### src/rtl/shader_pkg.sv
// Shared definitions for the shader program store.
//   - 8-bit encodings of the default boot program and the NOP filler
//   - instruction field layout typedef
//   - DEFAULT_PROG_LEN and default_word(), which yields the reset image word
//     for any bank address (program words first, NOP everywhere after).
package shader_pkg;

   localparam int DEFAULT_PROG_LEN = 6;

   // Default boot program: combine screen position with time into a colour.
   localparam logic [7:0] OP_GETX_R0    = 8'h10;
   localparam logic [7:0] OP_GETY_R1    = 8'h15;
   localparam logic [7:0] OP_XOR_R0_R1  = 8'h74;
   localparam logic [7:0] OP_GETTIME_R2 = 8'h1A;
   localparam logic [7:0] OP_ADD_R0_R2  = 8'h98;
   localparam logic [7:0] OP_SETRGB_R0  = 8'h00;
   localparam logic [7:0] OP_NOP        = 8'h40;

   // Field view of an 8-bit instruction word: opcode nibble, two register slots.
   typedef struct packed {
      logic [3:0] opcode;
      logic [1:0] ra;
      logic [1:0] rb;
   } instr_fields_t;

   function automatic logic [7:0] default_word(input int idx);
      logic [7:0] w;
      case (idx)
         0:       w = OP_GETX_R0;
         1:       w = OP_GETY_R1;
         2:       w = OP_XOR_R0_R1;
         3:       w = OP_GETTIME_R2;
         4:       w = OP_ADD_R0_R2;
         5:       w = OP_SETRGB_R0;
         default: w = OP_NOP;
      endcase
      return w;
   endfunction

endpackage

### src/rtl/shader_program_bank.sv
// One NUM_INSTR x INSTR_WIDTH instruction bank.
// Ports:
//   clk_i, rst_ni  clock, synchronous active-low reset (loads the default program)
//   we_i           write enable
//   waddr_i        write address
//   wdata_i        write data
//   raddr_i        read address
//   rdata_o        asynchronous read data, mem[raddr_i]
module shader_program_bank
   import shader_pkg::*;
#(
   parameter int INSTR_WIDTH = 8,
   parameter int NUM_INSTR   = 16,
   parameter int PTR_W       = $clog2(NUM_INSTR)
) (
   input  logic                   clk_i,
   input  logic                   rst_ni,
   input  logic                   we_i,
   input  logic [PTR_W-1:0]       waddr_i,
   input  logic [INSTR_WIDTH-1:0] wdata_i,
   input  logic [PTR_W-1:0]       raddr_i,
   output logic [INSTR_WIDTH-1:0] rdata_o
);

   logic [INSTR_WIDTH-1:0] mem [NUM_INSTR];

   always_ff @(posedge clk_i) begin
      if (!rst_ni) begin
         for (int i = 0; i < NUM_INSTR; i++) begin
            mem[i] <= INSTR_WIDTH'(default_word(i));
         end
      end else if (we_i) begin
         mem[waddr_i] <= wdata_i;
      end
   end

   assign rdata_o = mem[raddr_i];

endmodule

### src/rtl/shader_program_store.sv
// Double-buffered instruction store for the shader core.
// One bank executes (read at pc), the other (shadow) is filled from a
// valid/ready stream. A committed shadow program becomes active only when the
// running program wraps, so a pass never sees a half-loaded program.
// Ports:
//   clk_i, rst_ni           clock, synchronous active-low reset
//   next_i                  advance pc (wraps at active_len-1)
//   instr_o, pc_o, last_o   active[pc], pc, pc == active_len-1
//   wr_valid_i, wr_data_i,  load stream into the shadow bank
//   wr_ready_o
//   commit_i, abort_i       arm the shadow program for swap / discard the load
//   pending_o, bank_o       swap armed, index of the active bank
//   commit_err_o            one-cycle pulse when a commit is rejected
// Handshake: a word transfers on a rising clk_i edge where wr_valid_i and
// wr_ready_o are both high; wr_ready_o does not depend on wr_valid_i, and a
// producer holds wr_data_i stable while wr_valid_i is high and ready is low.
module shader_program_store
   import shader_pkg::*;
#(
   parameter int INSTR_WIDTH = 8,
   parameter int NUM_INSTR   = 16,
   parameter int NUM_BANKS   = 2,
   parameter int PTR_W       = $clog2(NUM_INSTR)
) (
   input  logic                   clk_i,
   input  logic                   rst_ni,
   input  logic                   next_i,
   output logic [INSTR_WIDTH-1:0] instr_o,
   output logic [PTR_W-1:0]       pc_o,
   output logic                   last_o,
   input  logic                   wr_valid_i,
   input  logic [INSTR_WIDTH-1:0] wr_data_i,
   output logic                   wr_ready_o,
   input  logic                   commit_i,
   input  logic                   abort_i,
   output logic                   pending_o,
   output logic                   bank_o,
   output logic                   commit_err_o
);

   if (NUM_BANKS != 2) begin : g_bad_banks
      $error("shader_program_store: NUM_BANKS must be 2");
   end
   if (NUM_INSTR < 8 || (NUM_INSTR & (NUM_INSTR - 1)) != 0) begin : g_bad_depth
      $error("shader_program_store: NUM_INSTR must be a power of two >= 8");
   end
   if (PTR_W != $clog2(NUM_INSTR)) begin : g_bad_ptr
      $error("shader_program_store: PTR_W must equal clog2(NUM_INSTR)");
   end

   // Lengths and the write pointer must reach NUM_INSTR itself.
   localparam int LEN_W = PTR_W + 1;

   logic [PTR_W-1:0]       pc;
   logic [LEN_W-1:0]       wptr;
   logic [LEN_W-1:0]       active_len;
   logic [LEN_W-1:0]       shadow_len;
   logic                   pending;
   logic                   bank;
   logic                   commit_err;

   logic                   accept;
   logic                   last;
   logic                   swap;
   logic [LEN_W-1:0]       count_eff;
   logic                   commit_ok;
   logic                   commit_rej;
   logic                   we0;
   logic                   we1;
   logic [INSTR_WIDTH-1:0] rdata0;
   logic [INSTR_WIDTH-1:0] rdata1;

   assign wr_ready_o = !pending && (wptr < LEN_W'(NUM_INSTR));
   assign accept     = wr_valid_i && wr_ready_o;
   assign last       = ({1'b0, pc} == (active_len - LEN_W'(1)));
   assign swap       = pending && next_i && last;

   // A word accepted in the commit cycle belongs to the committed program.
   assign count_eff  = wptr + LEN_W'(accept);
   // Abort takes precedence: a commit alongside it is dropped without error.
   assign commit_ok  = commit_i && !abort_i && !pending && (count_eff != '0);
   assign commit_rej = commit_i && !abort_i && !commit_ok;

   // Writes go to the shadow bank only; an abort kills a same-cycle write.
   assign we0 = accept && !abort_i && bank;
   assign we1 = accept && !abort_i && !bank;

   always_ff @(posedge clk_i) begin
      if (!rst_ni) begin
         pc         <= '0;
         wptr       <= '0;
         active_len <= LEN_W'(NUM_INSTR);
         shadow_len <= LEN_W'(NUM_INSTR);
         pending    <= 1'b0;
         bank       <= 1'b0;
         commit_err <= 1'b0;
      end else begin
         commit_err <= commit_rej;
         if (swap) begin
            // Swap clears pending/wptr itself, so it dominates a same-cycle abort.
            bank       <= ~bank;
            active_len <= shadow_len;
            pc         <= '0;
            wptr       <= '0;
            pending    <= 1'b0;
         end else begin
            if (next_i) begin
               pc <= last ? '0 : pc + PTR_W'(1);
            end
            if (abort_i) begin
               wptr    <= '0;
               pending <= 1'b0;
            end else begin
               if (accept) begin
                  wptr <= wptr + LEN_W'(1);
               end
               if (commit_ok) begin
                  pending    <= 1'b1;
                  shadow_len <= count_eff;
               end
            end
         end
      end
   end

   shader_program_bank #(
      .INSTR_WIDTH (INSTR_WIDTH),
      .NUM_INSTR   (NUM_INSTR),
      .PTR_W       (PTR_W)
   ) u_bank0 (
      .clk_i   (clk_i),
      .rst_ni  (rst_ni),
      .we_i    (we0),
      .waddr_i (wptr[PTR_W-1:0]),
      .wdata_i (wr_data_i),
      .raddr_i (pc),
      .rdata_o (rdata0)
   );

   shader_program_bank #(
      .INSTR_WIDTH (INSTR_WIDTH),
      .NUM_INSTR   (NUM_INSTR),
      .PTR_W       (PTR_W)
   ) u_bank1 (
      .clk_i   (clk_i),
      .rst_ni  (rst_ni),
      .we_i    (we1),
      .waddr_i (wptr[PTR_W-1:0]),
      .wdata_i (wr_data_i),
      .raddr_i (pc),
      .rdata_o (rdata1)
   );

   assign instr_o      = bank ? rdata1 : rdata0;
   assign pc_o         = pc;
   assign last_o       = last;
   assign pending_o    = pending;
   assign bank_o       = bank;
   assign commit_err_o = commit_err;

endmodule
### config.mk
export PLATFORM = sky130hd
export DESIGN_NAME = shader_program_store
export DESIGN_NICKNAME = d
export VERILOG_FILES = /design/src/rtl/shader_pkg.sv /design/src/rtl/shader_program_bank.sv /design/src/rtl/shader_program_store.sv
export SDC_FILE = /design/constraint.sdc
export NUM_CORES = 1
export LEC_CHECK = 0
export ABC_CLOCK_PERIOD_IN_PS = 4700
export BUFFER_PORTS_ARGS = -buffer_cell sky130_fd_sc_hd__buf_2
export CORE_ASPECT_RATIO = 1.4
export CORE_MARGIN = 2
export CORE_UTILIZATION = 60
export CTS_CLUSTER_DIAMETER = 150
export CTS_CLUSTER_SIZE = 30
export DETAILED_ROUTE_END_ITERATION = 6
export PLACE_DENSITY = 0.89
export SYNTH_ARGS = -nofsm -noshare
export SYNTH_HDL_FRONTEND = slang
export SYNTH_SLANG_ARGS = --single-unit
export TNS_END_PERCENT = 1
### constraint.sdc
create_clock -name clk_i -period 4.7 [get_ports clk_i]
set_clock_uncertainty 0.15 [all_clocks]
set_input_delay 0.47 -clock clk_i [delete_from_list [all_inputs] [get_ports clk_i]]
set_output_delay 0.47 -clock clk_i [all_outputs]
set_load 0.03 [all_outputs]
==> impl_metrics.env, run 1 <==
export IMPL_dpl_ws_ns=1.35
export IMPL_gp_congestion=0.926
export IMPL_critical_path_reg2reg_endpoint="u_bank1.mem[3][5]$_SDFFCE_PN0P_"
export IMPL_total_leakage_power_nw=4.70
export IMPL_drtPass1Iterations=5
export IMPL_max_slew_worst_pin_slew_ns=1.19
export IMPL_hold_path_end="commit_err_o$_SDFF_PN0_"
export IMPL_final_hold_viol_count=0
export IMPL_footprint_of_the_multi_input_gates_um2=4670
export IMPL_synth_edf_count=256
export IMPL_cts_made_buffers=13
export IMPL_nFillCells=1506
export IMPL_ys_top_cells_by_area="sky130_fd_sc_hd__edfxtp_1 (58%), sky130_fd_sc_hd__and2_1 (9.8%), sky130_fd_sc_hd__mux2i_1 (5.5%), sky130_fd_sc_hd__mux4_2 (5.4%), sky130_fd_sc_hd__dfxtp_1 (3.9%)"
export IMPL_floorplan_die_width_um=130
export IMPL_timing_setup_tns_ns=0
export IMPL_synthMuxAreaShare_pct=10.9
export IMPL_starting_drt_drc_count=776
export IMPL_cp_data_arrival_time_ns=3.31
export IMPL_globalRouteOverflowTotal=0
export IMPL_mappedNetlistNets=1009
export IMPL_synth_top_family_by_area="simple AND/OR/NAND/NOR gates"
export IMPL_dieArea_um2=23400
export IMPL_diodes=0
export IMPL_critical_path_slowest_cell="sky130_fd_sc_hd__dfxtp_2"
export IMPL_max_slew_margin_rel_pct=20.9
export IMPL_ff2ff_setup_slack_ns=1.68
export IMPL_power_density_nw_per_um2=321
export IMPL_clk_latency_ns=0.51
export IMPL_synth_cell_area_um2=13300
export IMPL_yosys_most_used_dff="sky130_fd_sc_hd__edfxtp_1"
export IMPL_timing_final_max_slew_violations=0
export IMPL_number_of_register_bits_inferred_by_synthesis=282
export IMPL_areaGrowthSynthToFinish_pct=3.70
export IMPL_die_height_um=180
export IMPL_root_driver="sky130_fd_sc_hd__clkbuf_16"
export IMPL_yosys_cell_types_count=45
export IMPL_finalSetupViolCount=0
export IMPL_largest_net_degree_at_the_start_of_global_routing=72
export IMPL_design_core_area_um2=21900
export IMPL_place_hpwl_mm=19.3
export IMPL_cts_buffer_depth=3
export IMPL_critical_path_class="register to output pin"
export IMPL_synth_adder_area_share_pct=0.751
export IMPL_worstHoldStart="commit_i"
export IMPL_cp_top_family="simple AND/OR/NAND/NOR gates"
export IMPL_grt_setup_unrepaired="no"
export IMPL_ys_warnings_count=0
export IMPL_drt_drc_violations_left=0
export IMPL_fraction_of_registers_with_async_set_or_reset_after_synthesis_pct=0
export IMPL_finalWorstSetupSlack_ns=0.766
export IMPL_antenna_left=0
export IMPL_synth_simple_area_share_pct=18.7
export IMPL_initial_core_util_pct=61.0
export IMPL_avgViaCountPerCell=6.22
export IMPL_post_synth_xor_area_fraction_pct=0.723
export IMPL_top_level_ports=31
export IMPL_achievable_frequency_mhz=254
export IMPL_worst_path_largest_cell_delay_ns=1.14
export IMPL_synth_area_per_cell_um2=13.5
export IMPL_cts_hold_buf=0
export IMPL_cts_resized_gates=0
export IMPL_seq_area_um2=8210
export IMPL_reg2regPathDepth=4
export IMPL_most_repeated_cell_in_the_gate_level_netlist_after_synthesis="sky130_fd_sc_hd__edfxtp_1"
export IMPL_fraction_of_post_synthesis_cell_area_in_the_top_cell_type_by_area_pct=57.7
export IMPL_status="finished clean"
export IMPL_p_total_w=0.00443
export IMPL_timing_hold_worst_class="input pin to register"
export IMPL_netlist_top_cell_by_area="sky130_fd_sc_hd__edfxtp_1"
export IMPL_grt_pass1_vias=7557
export IMPL_clkSinkCount=282
export IMPL_drt_wirelength_per_cell_um=23.4
export IMPL_critical_path_required_ns=4.08
export IMPL_maxcap_violations=0
export IMPL_timing_hold_worst_path_depth=2
export IMPL_clkSlewWorstSetupHoldPaths_ns=0.12
export IMPL_synth_compound_area_share_pct=4.02
export IMPL_cts_max_level=1
export IMPL_path_max_fanout=36
export IMPL_seq_area_frac_synth_pct=61.6
export IMPL_first_pass_grt_wire_length_mm=44.0
export IMPL_antenna_found_initial=0
export IMPL_std_cell_rows=64
export IMPL_final_layout_size_suffix_gt1_share_pct=9.45
export IMPL_synth_common_cells="sky130_fd_sc_hd__edfxtp_1 (256), sky130_fd_sc_hd__and2_1 (209), sky130_fd_sc_hd__nand2b_1 (82)"
export IMPL_finalCriticalPeriod_ns=3.93
export IMPL_timing_critical_path_cells="nor2b_1 > a22oi_1 > nand3_1 > nand3_1 > buf_2"
export IMPL_route_vias_total=7704
export IMPL_cts_setup_buffers=0
export IMPL_layout_worst_path_cycle_share_pct=83.7
export IMPL_cpMostUsedCell="sky130_fd_sc_hd__nand3_1"
export IMPL_crit_path_end_kind="output pin"
export IMPL_wirelength_mm=29.0
export IMPL_nets=959
export IMPL_timing_critical_path_buf_inv=1
export IMPL_groute_usage_overall_pct=25.1
export IMPL_peakVddDrop_mv=0.194
export IMPL_reg2reg_from="wptr[4]$_SDFFE_PP0N_"
export IMPL_synth_cells=987
export IMPL_cts_tree="yes"
export IMPL_placement_io_buffers=30
export IMPL_cp_startpoint_kind="register"
## state kept, by name, summed over array words and instances (netlist names), named ones only
register,flops
wptr,5
commit_err_o,1
bank_o,1
pc_o,4
u_bank1.mem,128
pending_o,1
shadow_len,5
active_len,5
u_bank0.mem,128
## kinds of logic (layout without fill, tap and decap cells)
kind of cell,Yosys count,in the layout
xor gates and xnor gates,11,11
buffers and inverters,103,58
adders and majority gates,8,8
and+or+nand+nor,411,411
DFF,282,282
muxes,105,105
AOI/OAI and AO/OA,67,67
## layer usage
layer  GRT usage, %  vias up  share of wire (%)
met1           32.0     3746                 36
met3           3.27       81                7.9
met4           10.7        0                4.8
li1               -     3446                  -
met2           43.1      431                 51
met5              0        -                  0
## final cells by class
type | count | share of cell area, %
repair buffers | 33 | 1.25
well taps | 297 | 2.69
clock buffers | 18 | 2.49
inverters | 5 | 0.136
flip-flops and latches | 282 | 59.4
clock inverters | 2 | 0.208
multi-input cells | 602 | 33.8
## power breakdown
group / switching [W] / internal, W / leakage [nW]
sequential: 0.0000483 / 0.00280 / 2.67
combinational: 0.000193 / 0.0000959 / 1.84
clock: 0.000759 / 0.000536 / 0.180
## cells in the final DEF, fill, tap and decap left out, types with 4 or more instances in the layout
cell / n
sky130_fd_sc_hd__edfxtp_1: 256
sky130_fd_sc_hd__and2_1: 209
sky130_fd_sc_hd__nand2b_1: 82
sky130_fd_sc_hd__mux2i_1: 73
sky130_fd_sc_hd__and3_1: 34
sky130_fd_sc_hd__a22oi_1: 32
sky130_fd_sc_hd__mux4_2: 32
sky130_fd_sc_hd__nand3_1: 31
sky130_fd_sc_hd__buf_2: 30
sky130_fd_sc_hd__dfxtp_1: 24
sky130_fd_sc_hd__nand2_1: 18
sky130_fd_sc_hd__clkbuf_16: 13
sky130_fd_sc_hd__nor2_1: 10
sky130_fd_sc_hd__a22o_1: 8
sky130_fd_sc_hd__a221oi_1: 8
sky130_fd_sc_hd__ha_1: 8
sky130_fd_sc_hd__nor2b_1: 7
sky130_fd_sc_hd__xor2_1: 7
sky130_fd_sc_hd__nor3_1: 6
sky130_fd_sc_hd__inv_1: 5
sky130_fd_sc_hd__o21ai_0: 5
sky130_fd_sc_hd__clkbuf_1: 5
sky130_fd_sc_hd__xnor2_1: 4
## worst max-delay path by stage
stage | end | slack (ns) | depth (start not counted)
floorplan | last_o | 1.90 | 5
global placement | instr_o[0] | 1.42 | 5
detailed placement | instr_o[1] | 1.35 | 5
CTS | instr_o[1] | 0.78 | 5
global route | instr_o[6] | 0.46 | 5
finish | instr_o[1] | 0.77 | 5
## metrics by stage
step                      util [%]  cell area, µm²  cells  hold slack (ns)
after global placement        61.5           13400   1219            0.287
after CTS                     63.2           13800   1239           0.0905
after floorplan                  -           13300    987            0.277
after global routing          63.2           13800   1239            0.108
after detailed placement      61.5           13400   1219            0.304
final                         63.2           13800   1239            0.100
No activity file was read; power rests on OpenSTA's default activity.
==> run 2, diff against run 1 <==
Settings changed: ABC_AREA from default to 1, ABC_CLOCK_PERIOD_IN_PS 4700 to 3500, CORE_UTILIZATION 60 to 57.
Clock period 4.7 ns to 3.5 ns, I/O delays scaled along.
==> run 2 against run 1 <==
Synthesized area fell by 0.20%. Cell count is 40% higher. Die area rose by 4.9%. Critical path type unchanged. Total power up 39%.
==> impl_metrics.env, run 2 <==
export IMPL_cp_startpoint_kind="register"
export IMPL_place_detailed_instances=1717
export IMPL_root_driver="sky130_fd_sc_hd__clkbuf_16"
export IMPL_ys_warnings_count=0
export IMPL_timing_setup_tns_ns=0
export IMPL_starting_drt_drc_count=1373
export IMPL_gp_congestion=0.901
export IMPL_finalCriticalPeriod_ns=3.12
export IMPL_finish_cell_count_without_fillers=1740
export IMPL_most_repeated_cell_in_the_gate_level_netlist_after_synthesis="sky130_fd_sc_hd__nand2_1"
export IMPL_synth_cells=1448
export IMPL_cts_tree="yes"
export IMPL_path_max_fanout=80
export IMPL_place_hpwl_mm=21.1
export IMPL_most_common_layout_cells="sky130_fd_sc_hd__nand2_1 (448), sky130_fd_sc_hd__edfxtp_1 (256), sky130_fd_sc_hd__nor2_1 (255)"
export IMPL_mostFrequentLayoutCell="sky130_fd_sc_hd__nand2_1"
export IMPL_yosys_most_used_dff="sky130_fd_sc_hd__edfxtp_1"
export IMPL_cts_max_level=1
export IMPL_cts_resized_gates=0
export IMPL_synth_cell_area_um2=13300
export IMPL_max_layer_used="met4"
export IMPL_route_vias_total=10300
export IMPL_synth_common_cells="sky130_fd_sc_hd__nand2_1 (448), sky130_fd_sc_hd__edfxtp_1 (256), sky130_fd_sc_hd__nor2_1 (255)"
export IMPL_diodes=0
export IMPL_timing_final_max_slew_violations=0
export IMPL_cts_setup_buffers=0
export IMPL_largest_registers="u_bank0.mem (128), u_bank1.mem (128)"
export IMPL_drtPass1Iterations=6
export IMPL_fraction_of_post_synthesis_cell_area_in_the_top_cell_type_by_area_pct=57.8
export IMPL_design_core_area_um2=23100
export IMPL_number_of_register_bits_inferred_by_synthesis=282
export IMPL_clkSinkCount=282
export IMPL_cts_buffer_depth=3
export IMPL_seq_area_frac_synth_pct=61.7
export IMPL_wirelength_mm=31.9
export IMPL_areaGrowthSynthToFinish_pct=5.18
export IMPL_max_slew_worst_pin_slew_ns=1.01
export IMPL_globalRouteOverflowTotal=0
export IMPL_cp_data_arrival_time_ns=2.62
export IMPL_peakVddDrop_mv=0.323
export IMPL_yosys_cell_types_count=27
export IMPL_placement_io_buffers=30
export IMPL_die_height_um=185
export IMPL_clkSlewWorstSetupHoldPaths_ns=0.12
export IMPL_total_leakage_power_nw=5.89
export IMPL_cts_hold_buf=1
export IMPL_std_cell_rows=66
export IMPL_final_layout_size_suffix_gt1_share_pct=7.25
export IMPL_mappedNetlistNets=1470
export IMPL_final_hold_viol_count=0
export IMPL_floorplan_die_width_um=133
export IMPL_ys_top_cells_by_area="sky130_fd_sc_hd__edfxtp_1 (58%), sky130_fd_sc_hd__nand2_1 (13%), sky130_fd_sc_hd__nand3_1 (9.2%), sky130_fd_sc_hd__nor2_1 (7.2%), sky130_fd_sc_hd__dfxtp_1 (3.9%)"
export IMPL_timing_hold_worst_class="input pin to register"
export IMPL_antenna_left=0
export IMPL_achievable_frequency_mhz=321
export IMPL_synth_area_per_cell_um2=9.19
export IMPL_clk_latency_ns=0.51
export IMPL_nets=1449
export IMPL_layout_worst_path_cycle_share_pct=89.1
export IMPL_critical_path_class="register to output pin"
export IMPL_final_cell_area_um2=14000
export IMPL_first_pass_grt_wire_length_mm=50.2
export IMPL_grt_setup_unrepaired="no"
export IMPL_avgViaCountPerCell=5.90
export IMPL_initial_core_util_pct=57.5
export IMPL_synth_edf_count=256
export IMPL_netlist_top_cell_by_area="sky130_fd_sc_hd__edfxtp_1"
export IMPL_critical_path_required_ns=3.00
export IMPL_power_density_nw_per_um2=440
export IMPL_largest_net_degree_at_the_start_of_global_routing=81
export IMPL_dr_wl_met2_mm=15.9
export IMPL_crit_path_end_kind="output pin"
export IMPL_max_slew_margin_rel_pct=32.8
export IMPL_finish_utilization_pct=60.5
export IMPL_finalSetupViolCount=0
export IMPL_fraction_of_registers_with_async_set_or_reset_after_synthesis_pct=0
export IMPL_cts_made_buffers=13
export IMPL_route_layer_met1_wl_mm=11.1
export IMPL_wl_met3_mm=3.12
export IMPL_drt_drc_violations_left=0
export IMPL_grt_pass1_vias=9702
export IMPL_min_hold_slack_ns=0.0191
export IMPL_status="finished clean"
export IMPL_antenna_found_initial=0
export IMPL_top_level_ports=31
export IMPL_dieArea_um2=24600
export IMPL_place_area_um2=13600
export IMPL_groute_usage_overall_pct=26.2
export IMPL_maxcap_violations=0
export IMPL_drt_wirelength_per_cell_um=18.3
## run 2: cell types whose count changed in the layout (fill, tap and decap cells not counted), sizes merged, moves of 35 or more
cell / change
inv: +56
and3: -35
nand3: +213
nand2: +449
mux2i: -73
and2: -202
nand2b: -82
nor2: +254
## run 2: power by group
part	switching [W]	internal (W)
Sequential	0.0000349	0.00375
Combinational	0.000458	0.000151
Clock	0.00103	0.000729
Total	0.00152	0.00463
## run 2: worst paths after layout
path                            slack [ns]                        from  cells after the start                         endpoint
worst max register to register        0.92      pending_o$_SDFFE_PP0P_                      7  u_bank1.mem[3][3]$_SDFFCE_PN1P_
worst min register to register        0.32  shadow_len[0]$_SDFFE_PN0P_                      2       active_len[0]$_SDFFE_PN0P_
worst max-delay path                  0.38                    register                      9                       instr_o[4]
worst min-delay path                  0.02                     abort_i                      4          commit_err_o$_SDFF_PN0_
## run 2: layer usage
layer	track usage [%]	vias up
li1	-	4706
met1	31.9	4755
met2	46.1	661
met3	3.47	139
met4	13.2	0
met5	0	-
## run 2: cell type report
class                   instances  area (µm²)
multi-input cells            1014        4430
clock buffers                  20         352
repair buffers                 53         350
well taps                     306         383
fillers                      1818        9130
flip-flops and latches        282        8210
clock inverters                 2        28.8
inverters                      63         238
## run 2: cell families (layout without fill, tap and decap cells)
| kind of cell | after synthesis | count (layout) | synth area share, % |
|---|---|---|---|
| buffers and inverters | 152 | 138 | 5.01 |
| AOI/OAI and AO/OA | 8 | 8 | 0.301 |
| and+or+nand+nor | 993 | 993 | 31.9 |
| adders and majority gates | 8 | 8 | 0.753 |
| DFF | 282 | 282 | 61.7 |
| xor gates and xnor gates | 5 | 5 | 0.329 |
## run 2: through the flow
step           power, W  worst slack [ns]
2_1_floorplan   0.00427             0.944
3_3_place_gp    0.00444              1.04
3_5_place_dp    0.00446             0.955
4_1_cts         0.00615             0.433
5_1_grt         0.00633             0.243
6_report        0.00615             0.381
## run 2: worst max-delay path: stages, from the launching register on
cell	delay (ns)
sky130_fd_sc_hd__dfxtp_4	0.38
sky130_fd_sc_hd__buf_4	0.62
sky130_fd_sc_hd__nand2_1	0.18
sky130_fd_sc_hd__nand3_1	0.15
sky130_fd_sc_hd__nand3_1	0.10
sky130_fd_sc_hd__nand2_1	0.11
sky130_fd_sc_hd__nand2_1	0.05
sky130_fd_sc_hd__nand3_1	0.09
sky130_fd_sc_hd__and2_1	0.16
sky130_fd_sc_hd__buf_2	0.21
